--- src/rtl/lcd_pkg.sv ---
// Shared definitions for the HD44780 write-only driver: FSM states, LCD register
// field positions and the clear/home command codes that need the long execution wait.
package lcd_pkg;

  typedef enum logic [2:0] {
    IDLE  = 3'd0,
    SETUP = 3'd1,
    PULSE = 3'd2,
    HOLD  = 3'd3,
    EXEC  = 3'd4
  } lcd_state_t;

  localparam int LCD_ON_BIT   = 31;
  localparam int LCD_REQ_BIT  = 11;
  localparam int LCD_RS_BIT   = 9;
  localparam int LCD_DATA_LSB = 0;

  localparam logic [7:0] LCD_CMD_CLEAR  = 8'h01;
  localparam logic [7:0] LCD_CMD_HOME   = 8'h02;
  localparam logic [7:0] LCD_CMD_HOME_X = 8'h03;

  // Clear display and return home take ~1.64ms on the panel; everything else ~40us.
  function automatic logic is_clear_home(input logic rs, input logic [7:0] data);
    return !rs && (data == LCD_CMD_CLEAR || data == LCD_CMD_HOME || data == LCD_CMD_HOME_X);
  endfunction

endpackage

--- src/rtl/lcd_cycle_timer.sv ---
// Loadable down-counter that parks at zero; the zero flag tells the FSM the current
// phase has run its full length.
module lcd_cycle_timer #(
  parameter int CNT_W = 17
) (
  input  logic             i_clk,
  input  logic             i_reset,
  input  logic             i_load,
  input  logic [CNT_W-1:0] i_load_val,
  output logic             o_zero
);

  logic [CNT_W-1:0] cnt_q;
  logic [CNT_W-1:0] cnt_d;

  always_comb begin
    cnt_d = cnt_q;
    if (i_load) begin
      cnt_d = i_load_val;
    end else if (cnt_q != '0) begin
      cnt_d = cnt_q - 1'b1;
    end
  end

  always_ff @(posedge i_clk) begin
    if (i_reset) begin
      cnt_q <= '0;
    end else begin
      cnt_q <= cnt_d;
    end
  end

  assign o_zero = (cnt_q == '0);

endmodule

--- src/rtl/lcd_hd44780_driver.sv ---
// Turns LSU LCD register writes (one per REQ toggle) into timed HD44780 write cycles:
// RS/DATA setup, EN pulse, hold, then the command execution wait.
module lcd_hd44780_driver
  import lcd_pkg::*;
#(
  parameter int SETUP_CYC      = 4,
  parameter int EN_HIGH_CYC    = 12,
  parameter int HOLD_CYC       = 2,
  parameter int EXEC_CYC       = 2000,
  parameter int CLEAR_EXEC_CYC = 82000,
  parameter int CNT_W          = 17
) (
  input  logic        i_clk,
  input  logic        i_reset,
  input  logic [31:0] i_lcd_word,
  output logic [7:0]  o_lcd_data,
  output logic        o_lcd_rs,
  output logic        o_lcd_rw,
  output logic        o_lcd_en,
  output logic        o_lcd_on,
  output logic        o_lcd_busy,
  output logic        o_lcd_done
);

  localparam logic [CNT_W-1:0] LD_SETUP = CNT_W'(SETUP_CYC - 1);
  localparam logic [CNT_W-1:0] LD_EN    = CNT_W'(EN_HIGH_CYC - 1);
  localparam logic [CNT_W-1:0] LD_HOLD  = CNT_W'(HOLD_CYC - 1);
  localparam logic [CNT_W-1:0] LD_EXEC  = CNT_W'(EXEC_CYC - 1);
  localparam logic [CNT_W-1:0] LD_CLEAR = CNT_W'(CLEAR_EXEC_CYC - 1);

  lcd_state_t       state_q, state_d;
  logic [7:0]       data_q, data_d;
  logic             rs_q, rs_d;
  logic             en_q, en_d;
  logic             on_q, on_d;
  logic             busy_q, busy_d;
  logic             done_q, done_d;
  logic             ack_q, ack_d;
  logic             tmr_load;
  logic [CNT_W-1:0] tmr_load_val;
  logic             tmr_zero;
  logic             req;
  logic             lcd_word_unused;

  assign lcd_word_unused = ^{i_lcd_word[30:12], i_lcd_word[10], i_lcd_word[8]};

  // A request is pending whenever software's toggle differs from the last one accepted.
  assign req = i_lcd_word[LCD_REQ_BIT] != ack_q;

  lcd_cycle_timer #(.CNT_W(CNT_W)) u_timer (
    .i_clk      (i_clk),
    .i_reset    (i_reset),
    .i_load     (tmr_load),
    .i_load_val (tmr_load_val),
    .o_zero     (tmr_zero)
  );

  always_comb begin
    state_d      = state_q;
    data_d       = data_q;
    rs_d         = rs_q;
    en_d         = en_q;
    busy_d       = busy_q;
    ack_d        = ack_q;
    done_d       = 1'b0;
    on_d         = i_lcd_word[LCD_ON_BIT];
    tmr_load     = 1'b0;
    tmr_load_val = '0;
    unique case (state_q)
      IDLE: begin
        if (req) begin
          data_d       = i_lcd_word[LCD_DATA_LSB +: 8];
          rs_d         = i_lcd_word[LCD_RS_BIT];
          ack_d        = i_lcd_word[LCD_REQ_BIT];
          busy_d       = 1'b1;
          state_d      = SETUP;
          tmr_load     = 1'b1;
          tmr_load_val = LD_SETUP;
        end
      end
      SETUP: begin
        if (tmr_zero) begin
          en_d         = 1'b1;
          state_d      = PULSE;
          tmr_load     = 1'b1;
          tmr_load_val = LD_EN;
        end
      end
      PULSE: begin
        if (tmr_zero) begin
          en_d         = 1'b0;
          state_d      = HOLD;
          tmr_load     = 1'b1;
          tmr_load_val = LD_HOLD;
        end
      end
      HOLD: begin
        if (tmr_zero) begin
          state_d      = EXEC;
          tmr_load     = 1'b1;
          tmr_load_val = is_clear_home(rs_q, data_q) ? LD_CLEAR : LD_EXEC;
        end
      end
      EXEC: begin
        if (tmr_zero) begin
          busy_d  = 1'b0;
          done_d  = 1'b1;
          state_d = IDLE;
        end
      end
      default: state_d = IDLE;
    endcase
  end

  always_ff @(posedge i_clk) begin
    if (i_reset) begin
      state_q <= IDLE;
      data_q  <= '0;
      rs_q    <= 1'b0;
      en_q    <= 1'b0;
      on_q    <= 1'b0;
      busy_q  <= 1'b0;
      done_q  <= 1'b0;
      ack_q   <= 1'b0;
    end else begin
      state_q <= state_d;
      data_q  <= data_d;
      rs_q    <= rs_d;
      en_q    <= en_d;
      on_q    <= on_d;
      busy_q  <= busy_d;
      done_q  <= done_d;
      ack_q   <= ack_d;
    end
  end

  assign o_lcd_data = data_q;
  assign o_lcd_rs   = rs_q;
  assign o_lcd_rw   = 1'b0;
  assign o_lcd_en   = en_q;
  assign o_lcd_on   = on_q;
  assign o_lcd_busy = busy_q;
  assign o_lcd_done = done_q;

endmodule
--- config.mk ---
export PLATFORM = sky130hd
export DESIGN_NAME = lcd_hd44780_driver
export DESIGN_NICKNAME = d
export VERILOG_FILES = /design/src/rtl/lcd_pkg.sv /design/src/rtl/lcd_cycle_timer.sv /design/src/rtl/lcd_hd44780_driver.sv
export SDC_FILE = /design/constraint.sdc
export NUM_CORES = 1
export LEC_CHECK = 0
export ABC_AREA = 1
export ABC_CLOCK_PERIOD_IN_PS = 1700
export CAP_MARGIN = 20
export CORE_ASPECT_RATIO = 0.8
export CORE_MARGIN = 1
export CORE_UTILIZATION = 48
export DETAILED_ROUTE_END_ITERATION = 6
export PLACE_DENSITY = 0.88
export SLEW_MARGIN = 20
export SYNTH_ARGS = -nofsm -noshare
export SYNTH_HDL_FRONTEND = slang
export SYNTH_SLANG_ARGS = --single-unit
--- constraint.sdc ---
create_clock -name i_clk -period 1.7 [get_ports i_clk]
set_clock_uncertainty 0.1 [all_clocks]
set_input_delay 0.34 -clock i_clk [delete_from_list [all_inputs] [get_ports i_clk]]
set_output_delay 0.34 -clock i_clk [all_outputs]
set_load 0.005 [all_outputs]
# After elaboration in Yosys (flattened, before gate mapping)
# Cells that the tools add are included.
op_classes:
  addsub: 1
  eq_ne: 13
  muxes: 22
  bitwise_logic: 1
  n_reduce_logical: 16
op_table:
  columns: ["op", "n"]
  rows:
  - ["$mux 17", 4]
  - ["$pmux 17 s4", 1]
  - ["$logic_not 17->1", 1]
  - ["$reduce_bool 17->1", 1]
  - ["$sub 17x1->17 const B", 1]
  - ["$eq 8x2->1 const B", 2]
  - ["$mux 3", 5]
  - ["$pmux 3 s5", 1]
  - ["$ne 2x2->1 const B", 5]
  - ["$eq 8x1->1 const B", 1]
  - ["$eq 3x2->1 const B", 2]
  - ["$mux 1", 6]
  - ["$pmux 1 s2", 3]
  - ["$reduce_and 3->1", 2]
  - ["$reduce_bool 2->1", 3]
  - ["$reduce_and 5->1", 1]
  - ["$mux 4", 1]
  - ["$eq 3x1->1 const B", 1]
  - ["$eq 3x3->1 const B", 1]
  - ["$logic_not 3->1", 1]
  - ["$reduce_or 3->1", 1]
  - ["$logic_or 1x1->1", 2]
  - ["$mux 2", 1]
  - ["$reduce_and 2->1", 1]
  - ["other kinds (5)", 5]
word_totals:
  register_bits: 34
  input_bits: 34
  output_inout_bits: 14
  wordCells: 62

# Depth between registers and ports, before layout
# Gate-level depths: netlist of run 1.
logic_depth:
  ltp_word: 8
  ltp_mapped: 13
  mapped_depth_nobuf: 13

# Cells and area by module
# Synthesis of run 1 repeated with hierarchy kept, for this count alone.
unflattened:
  hier_cells: 288
  area_unflattened_um2: 1908.1
by_module_without_submodules:
  columns: ["mod", "n_inst", "cells_each", "area_each_um2", "seq_area_each_um2"]
  rows:
  - ["lcd_cycle_timer", 1, 188, 1177.4, 340.3]
  - ["lcd_hd44780_driver", 1, 100, 730.7, 340.3]

# Least setup slack after synthesis of run 1
# Ideal clock, no wire load.
synth_path:
  path_type: "reg2reg"
  start: "reg u_timer.cnt_q[0]"
  end: "reg u_timer.cnt_q[13]"
  setup_time_ns: 0.114
  arrival_ns: 1.362
  path_slack_ns: 0.123
  path_stages_with_launch: 12
  path_buffers: 1
  period_less_slack_ns: 1.577
  cell_sequence: "dfxtp_1 -> inv_1 -> ha_1 -> inv_1 -> nor2_1 -> nand2_2 -> nor2_8 -> nand2_4 -> buf_6 -> nand2_2 -> xor2_1 -> nor2_1"
synth_via:
  elab_chain_len: 4
synth_rtl:
  columns: ["element", "line_no", "source"]
  rows:
  - ["start, declared", "lcd_cycle_timer.sv:13", "logic [CNT_W-1:0] cnt_q;"]
  - ["start signal, assigned", "lcd_cycle_timer.sv:29", "cnt_q <= cnt_d;"]
  - ["branches (longest 4 deep; another with $sub 17x1->17)", null, null]
# Parallel ways; which one is timed is not known. The select of a mux whose other input is x is not followed.
# A chain may end at the register's enable or synchronous reset.

# Final worst setup path of run 1
layout_path:
  start: "reg u_timer.cnt_q[1]"
  end: "reg u_timer.cnt_q[14]"
# Same word-level chain as after synthesis.

==> summary.md, run 1 <==
| Metric | Value |
|---|---|
| Initial Utilization | `51.9%` |
| Num rows | `19` |
| FILL cells | `275` |
| DR vias | `1773` |
| First drt pass iteration count | `6` |
| CTS Hold Bufs | `0` |
| DIE HEIGHT | `57.3 um` |
| Port bufs | `25` |
| Worst R2R Setup Slack | `-50 ps` |
| Top post-synthesis cells by area | `dfxtp_1 (37%), nor2_1 (12%), nand2_1 (10%), inv_1 (4.5%), a21oi_1 (3.3%)` |
| Final Util | `69.1%` |
| Setup crit start kind | `flop` |
| Crit Path Category | `reg -> reg` |
| Remaining global-route overflow | `0` |
| First-pass GRT wire length | `7140 um` |
| Post-Syn Area | `0.00184 mm2` |
| Worst r2r dst | `u_timer.cnt_q[14]` |
| Post-route insts no fill | `345` |
| WP data arrival | `1870 ps` |
| Area of the multi-input gates | `0.00112 mm2` |
| H-tree levels | `2` |
| Vias in the first global route | `1640` |
| Switching power total | `0.00243 W` |
| RSZ-0062 raised after global routing | `yes` |
| FF-to-FF Start | `u_timer.cnt_q[1]` |
| Mux contribution to synthesized area | `0%` |
| Seq/Total Area, Yosys | `37.1%` |
| Avg Cell Area, Syn | `7.06 um2` |
| Final setup viols | `12` |
| Synth Area in Simple Gates | `42.8%` |
| Overall power | `0.00531 W` |
| Critical path origin | `u_timer.cnt_q[1]` |
| Comb pwr share | `61.2%` |
| CP max FO | `6` |
| Crit end category | `flop` |
| Vias per Instance | `5.14` |
| Max cap viols | `0` |
| Peak supply drop | `1160 uV` |
| Cells after synthesis | `260` |
| Placed cells | `333` |
| Final ANT Viol Nets | `0` |
| Clk root buf | `clkbuf_8` |
| Sink Count | `34` |
| N_diodes | `0` |
| Max clock buf depth | `2` |
| CORE AREA | `0.00354 mm2` |
| DR DRC count | `5` |
| Clock transition at path regs | `70 ps` |
| Antenna violations before repair | `0` |
| Clk_lat worst skew | `290 ps` |
| Routed WL | `4400 um` |
| Storage cell area | `683 um2` |
| Pleak | `1.09 nW` |
| DRT iter0 DRCs | `85` |
| Status | `complete, but fails checks` |
| CTS tree | `built` |
| Hpwl dp | `3040 um` |
| Area delta synth->final | `33.2%` |
| Clock power frac | `14.2%` |
| Final net count | `339` |
| Adder-Cell Fraction of Synth Area | `1.36%` |
| Final period util | `103%` |
| Post-synth cell types | `31` |
| # IOs | `48` |
| Yosys top cell by area | `dfxtp_1` |
| Hold Path Class | `reg -> reg` |
| WL per Instance | `12.8 um` |
| Syn Nets | `296` |
| Largest net degree at the start of global routing | `15` |
| Final hold violations | `0` |
| Gr usage total | `22.5%` |
| Max Fclk | `570 MHz` |
| Worst Reg-to-Reg Cells | `11` |
| Internal power | `0.00288 W` |
| TritonCTS buffer count | `5` |
| #FFs+latches synth | `34` |
| Synth Area in XOR/XNOR | `3.81%` |
| Worst Path Required | `1820 ps` |
| CP endpoint | `u_timer.cnt_q[14]` |
| Largest family of logic cells by synthesized area | `simple AND/OR/NAND/NOR gates` |
| Layout cells sized above 1 | `22.4%` |
| Failing checks | `design-rule violations, negative setup slack` |
| Yosys synthesis warning count | `0` |
| Die Footprint | `0.00408 mm2` |
| Pwr/cell area | `2170 mW/mm2` |
| Sw Share | `45.8%` |
| Reg power frac | `24.5%` |
| Min Clock Period, post-route | `1750 ps` |
| Final Wtd Congestion | `0.866` |
| Slew Viols, Final | `0` |
| Synth Area in Compound Gates | `7.77%` |
| Synth top area share | `37.1%` |
| Chip width | `71.2 um` |
| Slack of the critical path | `-54.3 ps` |
==> stage by stage <==
| stage | worst slack [ps] | TNS (ps) | area (um2) | hold WS (ps) |
|---|---|---|---|---|
| floorplan | 123 | 0 | 1840 | 347 |
| global placement | -134 | -1800 | 2200 | 356 |
| detailed placement | -171 | -2800 | 2200 | 361 |
| CTS | -24.5 | -34.4 | 2320 | 377 |
| global route | -170 | -1870 | 2450 | 403 |
| finish | -54.3 | -231 | 2450 | 373 |
==> final cells by class <==
type	count	share of cell area [%]
clock buffer	6	3.37
timing repair buffer	40	15.6
sequential	34	27.9
clock inverter	1	1.23
inverter	26	4.09
multi-input combinational	196	45.6
tap	42	2.15
==> kinds of logic after synthesis <==
| logic type | count (synthesis) |
|---|---|
| and+or+nand+nor | 157 |
| xor gates and xnor gates | 8 |
| AOI/OAI and AO/OA | 27 |
| adders and majority gates | 2 |
| other | 1 |
| DFF | 34 |
| buffers and inverters | 31 |
==> sequential cells by signal, summed over array words and instances, names as in the netlist <==
signal         flops
o_lcd_en           1
ack_q              1
state_q            3
o_lcd_rs           1
o_lcd_data         8
o_lcd_done         1
o_lcd_busy         1
u_timer.cnt_q     17
o_lcd_on           1
==> cell usage in the layout, fill, tap and decap left out, types with 2 or more instances in the layout <==
| cell | Yosys | layout |
|---|---|---|
| nor2_1 | 61 | 57 |
| nand2_1 | 50 | 47 |
| dfxtp_1 | 34 | 32 |
| clkdlybuf4s50_1 | 0 | 25 |
| inv_1 | 22 | 19 |
| a21oi_1 | 12 | 12 |
| buf_4 | 1 | 12 |
| o21ai_0 | 11 | 11 |
| nand3_1 | 10 | 9 |
| nand2_2 | 8 | 8 |
| nor2_2 | 3 | 7 |
| nand4_1 | 7 | 7 |
| inv_2 | 4 | 6 |
| nand2_4 | 3 | 6 |
| clkbuf_8 | 0 | 6 |
| nor2_4 | 5 | 5 |
| xnor2_1 | 4 | 4 |
| xor2_1 | 4 | 4 |
| nor2_8 | 2 | 2 |
| nand3_2 | 2 | 2 |
| nor3_1 | 2 | 2 |
| nand3b_1 | 2 | 2 |
| buf_6 | 1 | 2 |
| dfxtp_2 | 0 | 2 |
==> power by group through the flow <==
stage	combinational [W]	clock [W]	sequential (W)
4_1_cts	0.00283	0.000772	0.00129
5_1_grt	0.00360	0.000804	0.00134
6_report	0.00325	0.000756	0.00130
2_1_floorplan	0.00205	0	0.00127
3_3_place_gp	0.00270	0	0.00129
3_5_place_dp	0.00280	0	0.00130
==> what timing repair did <==
item | CTS | global route
endpoints found under the setup margin | 5 | 25
buffers inserted | 0 | 4
gates cloned | 0 | 1
resized for setup | 1 | 24
pin swaps | 0 | 10
==> Yosys cell counts (all sizes together) <==
master and n:
nor2 71, nand2 61, dfxtp 34, inv 26, o21ai 13, a21oi 12, nand3 12, nand4 8
xnor2 4, xor2 4, buf 3, nor3 3, clkbuf 2, ha 2, nand3b 2, a31oi 1
conb 1, o211ai 1
==> worst min path at each step <==
| stage | start | end | slack, ps | depth (start not counted) |
|---|---|---|---|---|
| floorplan | i_lcd_word[31] | o_lcd_on | 350 | 2 |
| global placement | o_lcd_data[1] | o_lcd_data[1] | 360 | 2 |
| detailed placement | o_lcd_en | o_lcd_en | 360 | 2 |
| CTS | o_lcd_en | o_lcd_en | 380 | 2 |
| global route | o_lcd_en | o_lcd_en | 400 | 2 |
| finish | o_lcd_data[0] | o_lcd_data[0] | 370 | 2 |
==> per-layer routing <==
| metal | global-route usage [%] | share of wire [%] | wire length (um) |
|---|---|---|---|
| met4 | 7.71 | 1.6 | 72 |
| met1 | 28.9 | 45 | 1990 |
| met2 | 37.6 | 47 | 2060 |
| met3 | 5.12 | 6.3 | 277 |
| met5 | 0 | 0 | 0 |
==> worst max-delay path, stage by stage, from the launching register on <==
cell and delay [ps]:
dfxtp_2 340, inv_2 80, ha_4 120, inv_2 30, nor2_2 100, nand2_2 100
nor2_8 230, buf_4 150, nand4_1 130, nand2_1 110, inv_1 50, a21oi_1 140
Power figures use the tool's default switching activity.
==> inputs of run 2 (changes only) <==
CORE_MARGIN = 2   (was 1)
==> run 2 against run 1 <==
Final cell count grew 2.3%. Highest routed layer unchanged. Critical path type unchanged. Maximum frequency shrank 0.15%. Combinational power grew 5%. The flow finishes with violations (negative setup slack). Critical endpoint is now u_timer.cnt_q[16]. Sequential power is essentially flat. Die area grew 6.4%. Global-route usage shrank 2.2 points.
==> summary.md, run 2 (synthesized netlist as in run 1, its figures left out) <==
| Metric | Value |
|---|---|
| Initial Utilization | `49.3%` |
| Peak supply drop | `1290 uV` |
| N_diodes | `0` |
| Area delta synth->final | `36.1%` |
| Min Clock Period, post-route | `1760 ps` |
| Crit Path Category | `reg -> reg` |
| CP max stage cell | `dfxtp_2` |
| Hold Path Class | `reg -> reg` |
| Slew Viols, Final | `0` |
| Design area | `0.00250 mm2` |
| Clk_lat worst skew | `280 ps` |
| Slack of the critical path | `-56.9 ps` |
| Max cap viols | `0` |
| Antenna violations before repair | `0` |
| Hpwl dp | `3030 um` |
| FILL cells | `286` |
| Final period util | `103%` |
| Num rows | `20` |
| Most common cell after layout, fill and taps aside | `nor2_1` |
| First-pass GRT wire length | `6720 um` |
| Max FFs per register | `17` |
| DR vias | `1809` |
| Final hold violations | `0` |
| Critical path cell sequence | `inv_2 > ha_4 > inv_2 > nor2_4 > nand2_4 > nor2_8 > buf_4 > nand4_1 > buf_4 > a21oi_2` |
| Status | `complete, but fails checks` |
| WL per Instance | `13.3 um` |
| Max incr delay on CP | `340 ps` |
| H-tree levels | `2` |
| TritonCTS buffer count | `5` |
| Vias in the first global route | `1558` |
| CORE AREA | `0.00373 mm2` |
| CP max FO | `6` |
| Setup crit start kind | `flop` |
| # IOs | `48` |
| Worst Path Required | `1820 ps` |
| Clk root buf | `clkbuf_8` |
| Failing checks | `negative setup slack` |
| Largest delay share family, worst path | `simple AND/OR/NAND/NOR gates` |
| Remaining global-route overflow | `0` |
| Crit end category | `flop` |
| First drt pass iteration count | `4` |
| Gr usage total | `20.3%` |
| CTS tree | `built` |
| Post-DP Area | `0.00224 mm2` |
| DIE HEIGHT | `59.3 um` |
| Routed WL | `4710 um` |
| Overall power | `0.00533 W` |
| Max Fclk | `569 MHz` |
| DR DRC count | `0` |
| Chip width | `73.2 um` |
| Die Footprint | `0.00434 mm2` |
| Pleak | `1.13 nW` |
| Port bufs | `25` |
| Layout cells sized above 1 | `23.9%` |
| Hold path cells | `2` |
| Largest net degree at the start of global routing | `15` |
| Clock transition at path regs | `70 ps` |
| WP data arrival | `1880 ps` |
| Max clock buf depth | `2` |
| Most frequent cells in the layout | `nor2_1 (56), nand2_1 (46), dfxtp_1 (33)` |
| CTS Hold Bufs | `0` |
| Worst path bufs/invs | `4` |
| Crit path depth | `10` |
| Final net count | `344` |
| Vias per Instance | `5.12` |
| Worst Reg-to-Reg Cells | `10` |
| Reg with most FFs | `u_timer.cnt_q` |
| RSZ-0062 raised after global routing | `yes` |
| Sink Count | `34` |
| DRT iter0 DRCs | `104` |
| Final Wtd Congestion | `0.838` |
| Final setup viols | `11` |
| Pwr/cell area | `2130 mW/mm2` |
| Final ANT Viol Nets | `0` |
==> run 2: worst paths after layout <==
kind / slack, ps / to / from
min reg2reg: 370 / o_lcd_data[6] / o_lcd_data[6]
max reg2reg: -60 / u_timer.cnt_q[16] / u_timer.cnt_q[1]
min: 370 / o_lcd_data[6] / o_lcd_data[6]
max: -60 / u_timer.cnt_q[16] / u_timer.cnt_q[1]
==> run 2: stage by stage <==
step	setup TNS [ps]	hold WS [ps]	worst slack (ps)	std cells	utilization (%)
after floorplan	0	347	123	260	-
after global placement	-1870	347	-140	339	60.0
after detailed placement	-2390	358	-172	339	60.0
after CTS	-29.3	368	-15.6	347	62.4
after global routing	-1800	394	-122	353	67.0
final	-247	374	-56.9	353	67.0
==> run 2: per-layer routing <==
layer	vias to the layer above	part of all wire [%]	routed length [um]	track usage (%)
li1	922	-	-	-
met1	830	44	2050	26.9
met2	47	50	2350	32.9
met3	10	4.3	203	3.91
met4	0	2.3	109	7.41
met5	-	0	0	0
==> run 2: timing repair <==
action | CTS | global route
cloned | 0 | 1
endpoints found under the setup margin | 2 | 22
setup buffers | 0 | 5
pin swaps | 0 | 21
gates resized for setup | 0 | 33
==> run 2: cell type report <==
type	count	area, um2	share of cell area (%)
Multi-Input combinational cell	196	1150	45.8
Timing Repair Buffer	45	420	16.8
Inverter	26	105	4.20
Tap cell	44	55.1	2.20
Clock buffer	7	86.3	3.45
Clock inverter	1	5.00	0.200
Sequential cell	34	682	27.3
==> run 2: report_power, final <==
| part | internal (W) | leakage, nW | switching (W) | total [W] |
|---|---|---|---|---|
| registers | 0.00107 | 0.280 | 0.000240 | 0.00131 |
| clock network | 0.000327 | 0.0482 | 0.000282 | 0.000609 |
| logic | 0.00139 | 0.798 | 0.00203 | 0.00342 |
==> run 2: worst register-to-register path, cell delays in order (launching register included) <==
cell,delay [ps]
dfxtp_2,340
inv_2,80
ha_4,130
inv_2,40
nor2_4,110
nand2_4,70
nor2_8,230
buf_4,170
nand4_1,120
buf_4,180
a21oi_2,110
